## src/rtl/hazard_ctrl.sv

```systemverilog
// -----------------------------------------------------------------------------
// hazard_ctrl
//
// Pipeline-control source for the five-stage core. It produces the 2-bit mode
// word {stall, flush} for the PC and for each pipeline register (IF_ID,
// ID_EXE, EXE_MEM, MEM_WB). It resolves three hazards in priority order:
// data-memory wait, taken branch in EXE, and load-use between EXE and ID.
// It also contains a memory-wait watchdog and optional stall/flush counters.
//
// Mode word: bit[1] = stall (hold register), bit[0] = flush (load zeros).
// This block never drives 2'b11.
//
// Build option:
//   HAZARD_PERF_CNT_EN  defined   -> stall_cnt_o / flush_cnt_o count cycles
//                       undefined -> no counter flops, both outputs are 0
//
// Ports:
//   clk_i               core clock
//   rst_ni              synchronous active-low reset
//   id_rs1_addr_i/re_i  ID-stage rs1 address / read enable
//   id_rs2_addr_i/re_i  ID-stage rs2 address / read enable
//   exe_rd_addr_i       EXE-stage destination register
//   exe_rd_we_i         EXE-stage instruction writes rd
//   exe_mem_re_i        EXE-stage instruction is a load
//   exe_branch_taken_i  EXE-stage control transfer redirects the PC
//   dmem_busy_i         MEM-stage access not yet complete
//   pc_mode_o           mode word for the PC
//   if_id_mode_o        mode word for IF_ID
//   id_exe_mode_o       mode word for ID_EXE
//   exe_mem_mode_o      mode word for EXE_MEM
//   mem_wb_mode_o       mode word for MEM_WB
//   mem_timeout_o       sticky watchdog flag, cleared only by reset
//   stall_cnt_o         cycles with pc_mode_o[1] set
//   flush_cnt_o         cycles in which a branch flush was issued
//
// State table:
//   state       | meaning
//   ST_RUN      | no memory wait in progress
//   ST_MEM_WAIT | data memory reported busy on the previous edge
// -----------------------------------------------------------------------------

`ifndef GPR_ADDR_SPACE
`define GPR_ADDR_SPACE 4:0
`endif

module hazard_ctrl #(
   parameter int unsigned MEM_TIMEOUT = 255,
   parameter int unsigned CNT_WIDTH   = 32
) (
   input  logic                    clk_i,
   input  logic                    rst_ni,
   input  logic [`GPR_ADDR_SPACE]  id_rs1_addr_i,
   input  logic                    id_rs1_re_i,
   input  logic [`GPR_ADDR_SPACE]  id_rs2_addr_i,
   input  logic                    id_rs2_re_i,
   input  logic [`GPR_ADDR_SPACE]  exe_rd_addr_i,
   input  logic                    exe_rd_we_i,
   input  logic                    exe_mem_re_i,
   input  logic                    exe_branch_taken_i,
   input  logic                    dmem_busy_i,
   output logic [1:0]              pc_mode_o,
   output logic [1:0]              if_id_mode_o,
   output logic [1:0]              id_exe_mode_o,
   output logic [1:0]              exe_mem_mode_o,
   output logic [1:0]              mem_wb_mode_o,
   output logic                    mem_timeout_o,
   output logic [CNT_WIDTH-1:0]    stall_cnt_o,
   output logic [CNT_WIDTH-1:0]    flush_cnt_o
);

   typedef enum logic {
      ST_RUN      = 1'b0,
      ST_MEM_WAIT = 1'b1
   } state_t;

   localparam int unsigned    WCW         = $clog2(MEM_TIMEOUT + 1);
   localparam logic [WCW-1:0] TIMEOUT_VAL = WCW'(MEM_TIMEOUT);

   localparam logic [1:0] MODE_RUN   = 2'b00;
   localparam logic [1:0] MODE_FLUSH = 2'b01;
   localparam logic [1:0] MODE_STALL = 2'b10;

   state_t           r_state;
   logic [WCW-1:0]   r_wait_cnt;
   logic             r_mem_timeout;

   logic [WCW-1:0]   w_wait_nxt;
   logic             w_rs1_hit;
   logic             w_rs2_hit;
   logic             w_load_use;
   logic [1:0]       w_pc_mode;
   logic [1:0]       w_if_id_mode;
   logic [1:0]       w_id_exe_mode;
   logic [1:0]       w_exe_mem_mode;
   logic [1:0]       w_mem_wb_mode;

   // ---------------------------------------------------------------------------
   // Load-use detection. A write to x0 is architecturally discarded, so it can
   // never create a dependency.
   // ---------------------------------------------------------------------------
   assign w_rs1_hit  = id_rs1_re_i & (id_rs1_addr_i == exe_rd_addr_i);
   assign w_rs2_hit  = id_rs2_re_i & (id_rs2_addr_i == exe_rd_addr_i);
   assign w_load_use = exe_mem_re_i & exe_rd_we_i
                     & (exe_rd_addr_i != '0)
                     & (w_rs1_hit | w_rs2_hit);

   // ---------------------------------------------------------------------------
   // Mode decode. Combinational so a stall lands in the same cycle busy rises.
   // ---------------------------------------------------------------------------
   always_comb begin
      w_pc_mode      = MODE_RUN;
      w_if_id_mode   = MODE_RUN;
      w_id_exe_mode  = MODE_RUN;
      w_exe_mem_mode = MODE_RUN;
      w_mem_wb_mode  = MODE_RUN;
      if (!rst_ni) begin
         // Fill the pipe with bubbles while reset is held; PC loads its vector.
         w_if_id_mode   = MODE_FLUSH;
         w_id_exe_mode  = MODE_FLUSH;
         w_exe_mem_mode = MODE_FLUSH;
         w_mem_wb_mode  = MODE_FLUSH;
      end else if (dmem_busy_i) begin
         // Freeze everything up to MEM; WB gets a bubble so the retiring
         // instruction is not written twice. EXE is frozen, so a pending
         // branch or load-use is simply deferred.
         w_pc_mode      = MODE_STALL;
         w_if_id_mode   = MODE_STALL;
         w_id_exe_mode  = MODE_STALL;
         w_exe_mem_mode = MODE_STALL;
         w_mem_wb_mode  = MODE_FLUSH;
      end else if (exe_branch_taken_i) begin
         // ID is wrong-path, so any load-use it shows is irrelevant.
         w_if_id_mode   = MODE_FLUSH;
         w_id_exe_mode  = MODE_FLUSH;
      end else if (w_load_use) begin
         // One bubble: next cycle EXE holds the bubble and the hit clears.
         w_pc_mode      = MODE_STALL;
         w_if_id_mode   = MODE_STALL;
         w_id_exe_mode  = MODE_FLUSH;
      end
   end

   assign pc_mode_o      = w_pc_mode;
   assign if_id_mode_o   = w_if_id_mode;
   assign id_exe_mode_o  = w_id_exe_mode;
   assign exe_mem_mode_o = w_exe_mem_mode;
   assign mem_wb_mode_o  = w_mem_wb_mode;

   // ---------------------------------------------------------------------------
   // Watchdog count of consecutive busy cycles. The RUN cycle in which busy
   // first rises is itself a busy cycle, so the count starts at 1 there; any
   // cycle with busy low restarts the run from zero.
   // ---------------------------------------------------------------------------
   always_comb begin
      w_wait_nxt = '0;
      if (dmem_busy_i) begin
         if (r_state == ST_RUN) begin
            w_wait_nxt = WCW'(1);
         end else if (r_wait_cnt != TIMEOUT_VAL) begin
            w_wait_nxt = r_wait_cnt + 1'b1;
         end else begin
            w_wait_nxt = r_wait_cnt;
         end
      end
   end

   // ---------------------------------------------------------------------------
   // Memory-wait FSM and watchdog. Reset aborts an in-progress wait; if busy
   // is still high after release the FSM re-enters MEM_WAIT on the next edge.
   // ---------------------------------------------------------------------------
   always_ff @(posedge clk_i) begin
      if (!rst_ni) begin
         r_state       <= ST_RUN;
         r_wait_cnt    <= '0;
         r_mem_timeout <= 1'b0;
      end else begin
         r_wait_cnt <= w_wait_nxt;
         // Sticky: only reset clears it, and it never feeds back into the stall.
         if (w_wait_nxt == TIMEOUT_VAL) begin
            r_mem_timeout <= 1'b1;
         end
         case (r_state)
            ST_RUN: begin
               if (dmem_busy_i) begin
                  r_state <= ST_MEM_WAIT;
               end
            end
            ST_MEM_WAIT: begin
               if (!dmem_busy_i) begin
                  r_state <= ST_RUN;
               end
            end
            default: r_state <= ST_RUN;
         endcase
      end
   end

   assign mem_timeout_o = r_mem_timeout;

   // ---------------------------------------------------------------------------
   // Performance counters (wrap modulo 2^CNT_WIDTH).
   // ---------------------------------------------------------------------------
`ifdef HAZARD_PERF_CNT_EN
   logic [CNT_WIDTH-1:0] r_stall_cnt;
   logic [CNT_WIDTH-1:0] r_flush_cnt;
   logic                 w_branch_flush;

   // Mirrors the branch arm of the decode: a branch shadowed by busy is not
   // a flush yet.
   assign w_branch_flush = rst_ni & ~dmem_busy_i & exe_branch_taken_i;

   always_ff @(posedge clk_i) begin
      if (!rst_ni) begin
         r_stall_cnt <= '0;
         r_flush_cnt <= '0;
      end else begin
         if (w_pc_mode[1]) begin
            r_stall_cnt <= r_stall_cnt + 1'b1;
         end
         if (w_branch_flush) begin
            r_flush_cnt <= r_flush_cnt + 1'b1;
         end
      end
   end

   assign stall_cnt_o = r_stall_cnt;
   assign flush_cnt_o = r_flush_cnt;
`else
   assign stall_cnt_o = '0;
   assign flush_cnt_o = '0;
`endif

endmodule

```

## config.mk

```make
export PLATFORM = sky130hd
export DESIGN_NAME = hazard_ctrl
export DESIGN_NICKNAME = d
export VERILOG_FILES = /design/src/rtl/hazard_ctrl.sv
export SDC_FILE = /design/constraint.sdc
export NUM_CORES = 1
export LEC_CHECK = 0
export ABC_AREA = 1
export CAP_MARGIN = 0
export CORE_ASPECT_RATIO = 0.7
export CORE_MARGIN = 4
export CORE_UTILIZATION = 31
export DETAILED_ROUTE_END_ITERATION = 7
export GPL_TIMING_DRIVEN = 0
export PLACE_DENSITY_LB_ADDON = 0.2
export RECOVER_POWER = 25
export SLEW_MARGIN = 20
export SYNTH_ARGS = -nofsm -noshare
export SYNTH_HDL_FRONTEND = slang
export SYNTH_SLANG_ARGS = --single-unit
```

## constraint.sdc

```tcl
create_clock -name clk_i -period 1.4 [get_ports clk_i]
set_input_delay 0.21 -clock clk_i [delete_from_list [all_inputs] [get_ports clk_i]]
set_output_delay 0.21 -clock clk_i [all_outputs]
set_load 0.02 [all_outputs]
```

==> results.json, run 1 <==
{
  "outcome": "finished, violations left",
  "violations": "setup timing",
  "syn_to_final_growth_pct": 59.31,
  "antenna_cells": 0,
  "ys_seq_area_frac": 0.1543,
  "fillCellCount": 380,
  "syn_avg_cell_area_um2": 6.553,
  "yosys_warnings": 0,
  "maxCapViolations": 0,
  "yosys.area_share.simple": 0.2748,
  "clockBufferDepth": 2,
  "worstHoldPathCells": 3,
  "dp_hpwl_um": 2581,
  "synth-xor-area-share": 0.02700,
  "gp_congestion": 0.8240,
  "grt_max_degree": 8,
  "synth-edff-count": 0,
  "ir_drop_v": 0.0003264,
  "grt_use_total": 0.1189,
  "clock_skew_ns": 0.005828,
  "synthFlopType": "dfxtp_1",
  "vias_per_cell": 3.469,
  "port_buffers": 31,
  "routed_wl_um": 3141,
  "rrSetupSlack_ns": -0.01,
  "synthTopCellsByCount": "buf_4, nand2_1, inv_1, nor2_1, nand3_1",
  "ys_async_sr_fraction": 0,
  "power_density_nw_per_um2": 523.0,
  "cts_hold_buf": 0,
  "first_pass_iters": 4,
  "dr.first_iter.drc_count": 59,
  "power.leakage_nw": 1.227,
  "synth_area_leaders": "buf_4, dfxtp_1, nand2_1",
  "dr_total_vias": 1235,
  "hp-class": "primary input to flop",
  "crit_path_max_fanout": 5,
  "ant_nets": 0,
  "die-area_um2": 5301,
  "wl_met2_um": 1581,
  "cts_tree": "built",
  "root_buffer": "clkbuf_8",
  "hold_viol": 0,
  "fin_util": 0.5206,
  "cts_buffers": 3,
  "ios": 98,
  "drt-wirelength-per-cell_um": 8.823,
  "yosysTopAreaCellShare": 0.3934,
  "synth.mux.area_fraction": 0,
  "synth_area_um2": 1297,
  "grt_pass1_vias": 1151,
  "r2r_end": "mem_timeout_o",
  "clkTransAtPathRegs_ns": 0.05,
  "setup_viol": 1,
  "die_h_um": 62.13,
  "period_share": 1.007,
  "start_util": 0.3268,
  "power_mw": 1.081,
  "grt_overflow": 0,
  "synthAdderAreaFrac": 0.009643,
  "route.detailed.drc": 0,
  "ctsHtreeMaxLevel": 1,
  "min_from": "rst_ni",
  "num_rows": 19,
  "startpoint_type": "flop",
  "highest_layer": "met4",
  "cp.arrival_ns": 1.57,
  "grt_pass1_wl_um": 5175,
  "synth_top_family_by_area": "buffers and inverters",
  "synth_area_leader_cell": "buf_4",
  "syn_inst": 198,
  "wl_met1_um": 1235,
  "min_to": "r_state",
  "synth_seq_cells": 10,
  "synth-compound-area-share": 0.07136,
  "clk_latency_ns": 0.23,
  "finalWorstSetupSlack_ns": -0.009989,
  "min_period_ns": 1.410,
  "r2r-start": "r_wait_cnt[1]",
  "drive_above_1_share": 0.4375,
  "yosysMostFrequentCell": "buf_4",
  "cts.sinks": 10,
  "required_ns": 1.56,
  "nNetsFinal": 330,
  "die_x_um": 85.33,
  "met3_length_um": 282,
  "rsz0062_at_grt": "yes",
  "synthDistinctLibCells": 26,
  "ff2ff_path_depth": 9,
  "worstSetupEndpointType": "flop",
  "grt_antenna_before_repair": 0,
  "crit_type": "flop to flop",
  "coreArea_um2": 3970,
  "maxSlewViolCount": 0,
  "fmax_mhz": 709.2
}
routing by layer:
layer,GRT usage,vias to the layer above
li1,-,694
met1,0.1574,481
met2,0.1919,56
met3,0.03435,4
met4,0.02372,0
met5,0,-
worst max-delay path, stage by stage, from the launching register on:
cell and delay, ns:
dfxtp_4 0.36, ha_4 0.16, nand2_4 0.07, nor2_8 0.14, nand2_2 0.08, o21ai_2 0.13
nand3_1 0.10, nor2_1 0.11, nand2_1 0.07, a21oi_2 0.11
cell type report:
cell class / count / area, um2 / area share
buffer: 69 / 528.0 / 0.2554
inverter: 22 / 87.58 / 0.04237
sequential: 10 / 209.0 / 0.1011
multi-input combinational: 162 / 825.8 / 0.3995
tap: 52 / 65.06 / 0.03148
timing repair buffer: 38 / 310.3 / 0.1501
clock buffer: 3 / 41.29 / 0.01998
worst max path at each step:
stage / cells after the start / end / startpoint
2_1_floorplan: 9 / mem_timeout_o / r_wait_cnt[0]
3_3_place_gp: 10 / pc_mode_o[1] / exe_rd_addr_i[3]
3_5_place_dp: 10 / pc_mode_o[1] / exe_rd_addr_i[3]
4_1_cts: 9 / mem_timeout_o / r_wait_cnt[1]
5_1_grt: 9 / mem_timeout_o / r_wait_cnt[1]
6_report: 9 / mem_timeout_o / r_wait_cnt[1]
sequential cells by signal, summed over array words and instances (netlist names):
signal,count
mem_timeout_o,1
r_wait_cnt,8
r_state,1
metrics by stage:
step                      hold WS (ns)  setup TNS (ns)  instance area, um2  std cells  setup WS, ns
after global routing            0.4540         -0.1597                2067        356       -0.1444
after CTS                       0.3898        -0.02226                2023        356      -0.01980
after global placement          0.4507          -5.791                1917        346       -0.9461
after detailed placement        0.4513          -5.710                1917        346       -0.9027
after floorplan                 0.3393               0                1541        263       0.04581
final                           0.3977       -0.009989                2067        356     -0.009989
kinds of logic (layout without fill, tap and decap cells):
| logic type | count (synthesis) | after routing |
|---|---|---|
| buffers and inverters | 91 | 132 |
| AND/OR/NAND/NOR | 77 | 77 |
| AO/OA/AOI/OAI | 14 | 14 |
| flip-flops | 10 | 10 |
| XOR/XNOR | 4 | 4 |
| adder cells (fa/ha/maj) | 1 | 1 |
| other | 1 | 66 |
power by group:
group	total [mW]	switching (mW)	internal, mW
registers	0.290	0.00291	0.287
clock network	0.288	0.100	0.187
logic	0.504	0.279	0.225
what timing repair did:
action,CTS,global route
endpoints found under the setup margin,9,6
resized for setup,95,39
setup buffers,7,0
pin swaps,19,19
cell usage in the layout, fill, tap and decap left out, types with 3 or more instances in the layout:
| cell | instances |
|---|---|
| clkbuf_8 | 4 |
| dlygate4sd2_1 | 5 |
| buf_2 | 3 |
| clkbuf_2 | 9 |
| nor2_1 | 20 |
| inv_1 | 16 |
| conb_1 | 66 |
| clkdlybuf4s50_1 | 3 |
| buf_4 | 75 |
| a21oi_2 | 4 |
| nand3_1 | 13 |
| nand2_2 | 4 |
| nand2_1 | 26 |
| inv_2 | 4 |
| o21ai_1 | 3 |
| xor2_1 | 4 |
| dfxtp_1 | 7 |
| buf_6 | 7 |
| nand3_2 | 3 |
No activity file was read; power rests on OpenSTA's default activity.
==> run 2, diff against run 1 <==
--- a/config.mk
+++ b/config.mk
@@ -7,7 +7,6 @@
 export LEC_CHECK = 0
 export ABC_AREA = 1
 export CAP_MARGIN = 0
-export CORE_ASPECT_RATIO = 0.7
 export CORE_MARGIN = 4
 export CORE_UTILIZATION = 31
 export DETAILED_ROUTE_END_ITERATION = 7
==> run 2 against run 1 <==
The flow still finishes with violations (setup timing). Worst setup slack better by 0.0054 ns. Sequential cell count unchanged. Worst hold slack better by 0.016 ns. Sequential power about the same. Highest routed layer unchanged. Combinational power shrank 1%. Utilization shrank 0.077 points.
==> results.json, run 2 (same netlist as run 1, synthesis figures left out) <==
{
  "outcome": "finished, violations left",
  "violations": "setup timing",
  "whs_ns": 0.4136,
  "clock_skew_ns": 0.0007813,
  "port_buffers": 31,
  "wl_met1_um": 1130,
  "period_share": 1.003,
  "min_from": "rst_ni",
  "layout.cells.non_filler": 357,
  "seq_power_share": 0.251,
  "rsz0062_at_grt": "yes",
  "grt_antenna_before_repair": 0,
  "routed_wl_um": 3007,
  "worstSetupEndpointType": "output port",
  "ant_nets": 0,
  "ctsHtreeMaxLevel": 1,
  "drt-wirelength-per-cell_um": 8.423,
  "min_period_ns": 1.405,
  "setup_viol": 1,
  "r2r-start": "r_wait_cnt[1]",
  "grt_pass1_vias": 1193,
  "antenna_cells": 0,
  "final_common_cell": "buf_4",
  "num_rows": 23,
  "dp_hpwl_um": 2513,
  "ff2ff_path_depth": 9,
  "hold_viol": 0,
  "cts.sinks": 10,
  "clkTransAtPathRegs_ns": 0.05,
  "power_density_nw_per_um2": 549.6,
  "required_ns": 1.19,
  "post-place-ws_ns": -0.8475,
  "grt_pass1_wl_um": 4809,
  "clockBufferDepth": 2,
  "crit_path_max_fanout": 2,
  "startpoint_type": "primary input",
  "root_buffer": "clkbuf_8",
  "crit_type": "primary input to output port",
  "die-area_um2": 5285,
  "vias_per_cell": 3.602,
  "coreArea_um2": 4029,
  "gp_congestion": 0.7608,
  "power_mw": 1.151,
  "dr.first_iter.drc_count": 55,
  "dr_total_vias": 1286,
  "r2r_end": "mem_timeout_o",
  "highest_layer": "met4",
  "grt_max_degree": 8,
  "first_pass_iters": 4,
  "worstHoldPathCells": 3,
  "rrSetupSlack_ns": 0.03,
  "nNetsFinal": 332,
  "start_util": 0.3220,
  "grt_use_total": 0.1109,
  "die_x_um": 72.70,
  "fin_util": 0.5199,
  "syn_to_final_growth_pct": 61.43,
  "cts_tree": "built",
  "dp_cells": 344,
  "largest_register_ffs": 8,
  "p_sw_mw": 0.3964,
  "multi_input_area_um2": 825.8,
  "die_h_um": 72.70,
  "hp-class": "primary input to flop",
  "maxSlewViolCount": 0,
  "route.detailed.drc": 0,
  "setup_tns_ns": -0.004571,
  "top_register": "r_wait_cnt",
  "ios": 98,
  "grt_overflow": 0,
  "pwr-share-comb": 0.433,
  "seqCellArea_um2": 210.2,
  "drive_above_1_share": 0.4365,
  "min_to": "r_state",
  "wl_met2_um": 1443,
  "cp.arrival_ns": 1.19,
  "met3_length_um": 297,
  "clk_latency_ns": 0.24,
  "p_int_mw": 0.7548,
  "final_area_um2": 2095,
  "finalWorstSetupSlack_ns": -0.004571,
  "fillCellCount": 401,
  "ir_drop_v": 0.0002423,
  "p_sw_frac": 0.3443,
  "fmax_mhz": 712.0,
  "maxCapViolations": 0,
  "power.leakage_nw": 1.226,
  "clockPowerShare": 0.316,
  "post_dp_cell_area_um2": 1914,
  "layout_common_cells": "buf_4, conb_1, nand2_1",
  "cts_buffers": 3
}
[run 2: worst max path at each step]
stage | startpoint | to | slack (ns) | cells past startpoint
4_1_cts | exe_rd_we_i | pc_mode_o[1] | -0.005 | 7
5_1_grt | r_wait_cnt[1] | mem_timeout_o | -0.07 | 9
3_5_place_dp | exe_rd_addr_i[3] | pc_mode_o[1] | -0.85 | 9
2_1_floorplan | r_wait_cnt[0] | mem_timeout_o | 0.05 | 9
6_report | exe_rd_we_i | pc_mode_o[1] | -0.005 | 7
3_3_place_gp | exe_rd_addr_i[3] | pc_mode_o[1] | -0.89 | 9
[run 2: layer usage]
| metal | track usage | up-vias |
|---|---|---|
| met1 | 0.1295 | 515 |
| met4 | 0.04508 | 0 |
| li1 | - | 697 |
| met2 | 0.1924 | 64 |
| met5 | 0 | - |
| met3 | 0.02755 | 10 |
[run 2: power groups by stage]
stage               Clock [mW]  Sequential (mW)  Combinational [mW]
floorplan                    0            0.296               0.368
global placement             0            0.297               0.475
detailed placement           0            0.297               0.476
CTS                      0.370            0.289               0.476
global route             0.388            0.289               0.538
finish                   0.363            0.289               0.499
[run 2: final cells by class]
class / count / area share
repair buffers: 40 / 0.1577
plain buffers: 69 / 0.2521
multi-input cells: 162 / 0.3943
inverters: 22 / 0.03943
flip-flops and latches: 10 / 0.1004
well taps: 50 / 0.02987
clock buffers: 4 / 0.02628
[run 2: worst max-delay path, stage by stage]
cell and delay (ns):
clkdlybuf4s50_1 0.47, nand3_2 0.08, inv_2 0.07, nand3_2 0.08
nand2_2 0.08, buf_6 0.09, buf_6 0.10
[run 2: what timing repair did]
item,CTS,global route
pin swaps,22,17
hold buffers,0,0
gates resized for setup,95,27
cloned,0,0
buffers inserted,9,0
setup endpoints to repair,9,5
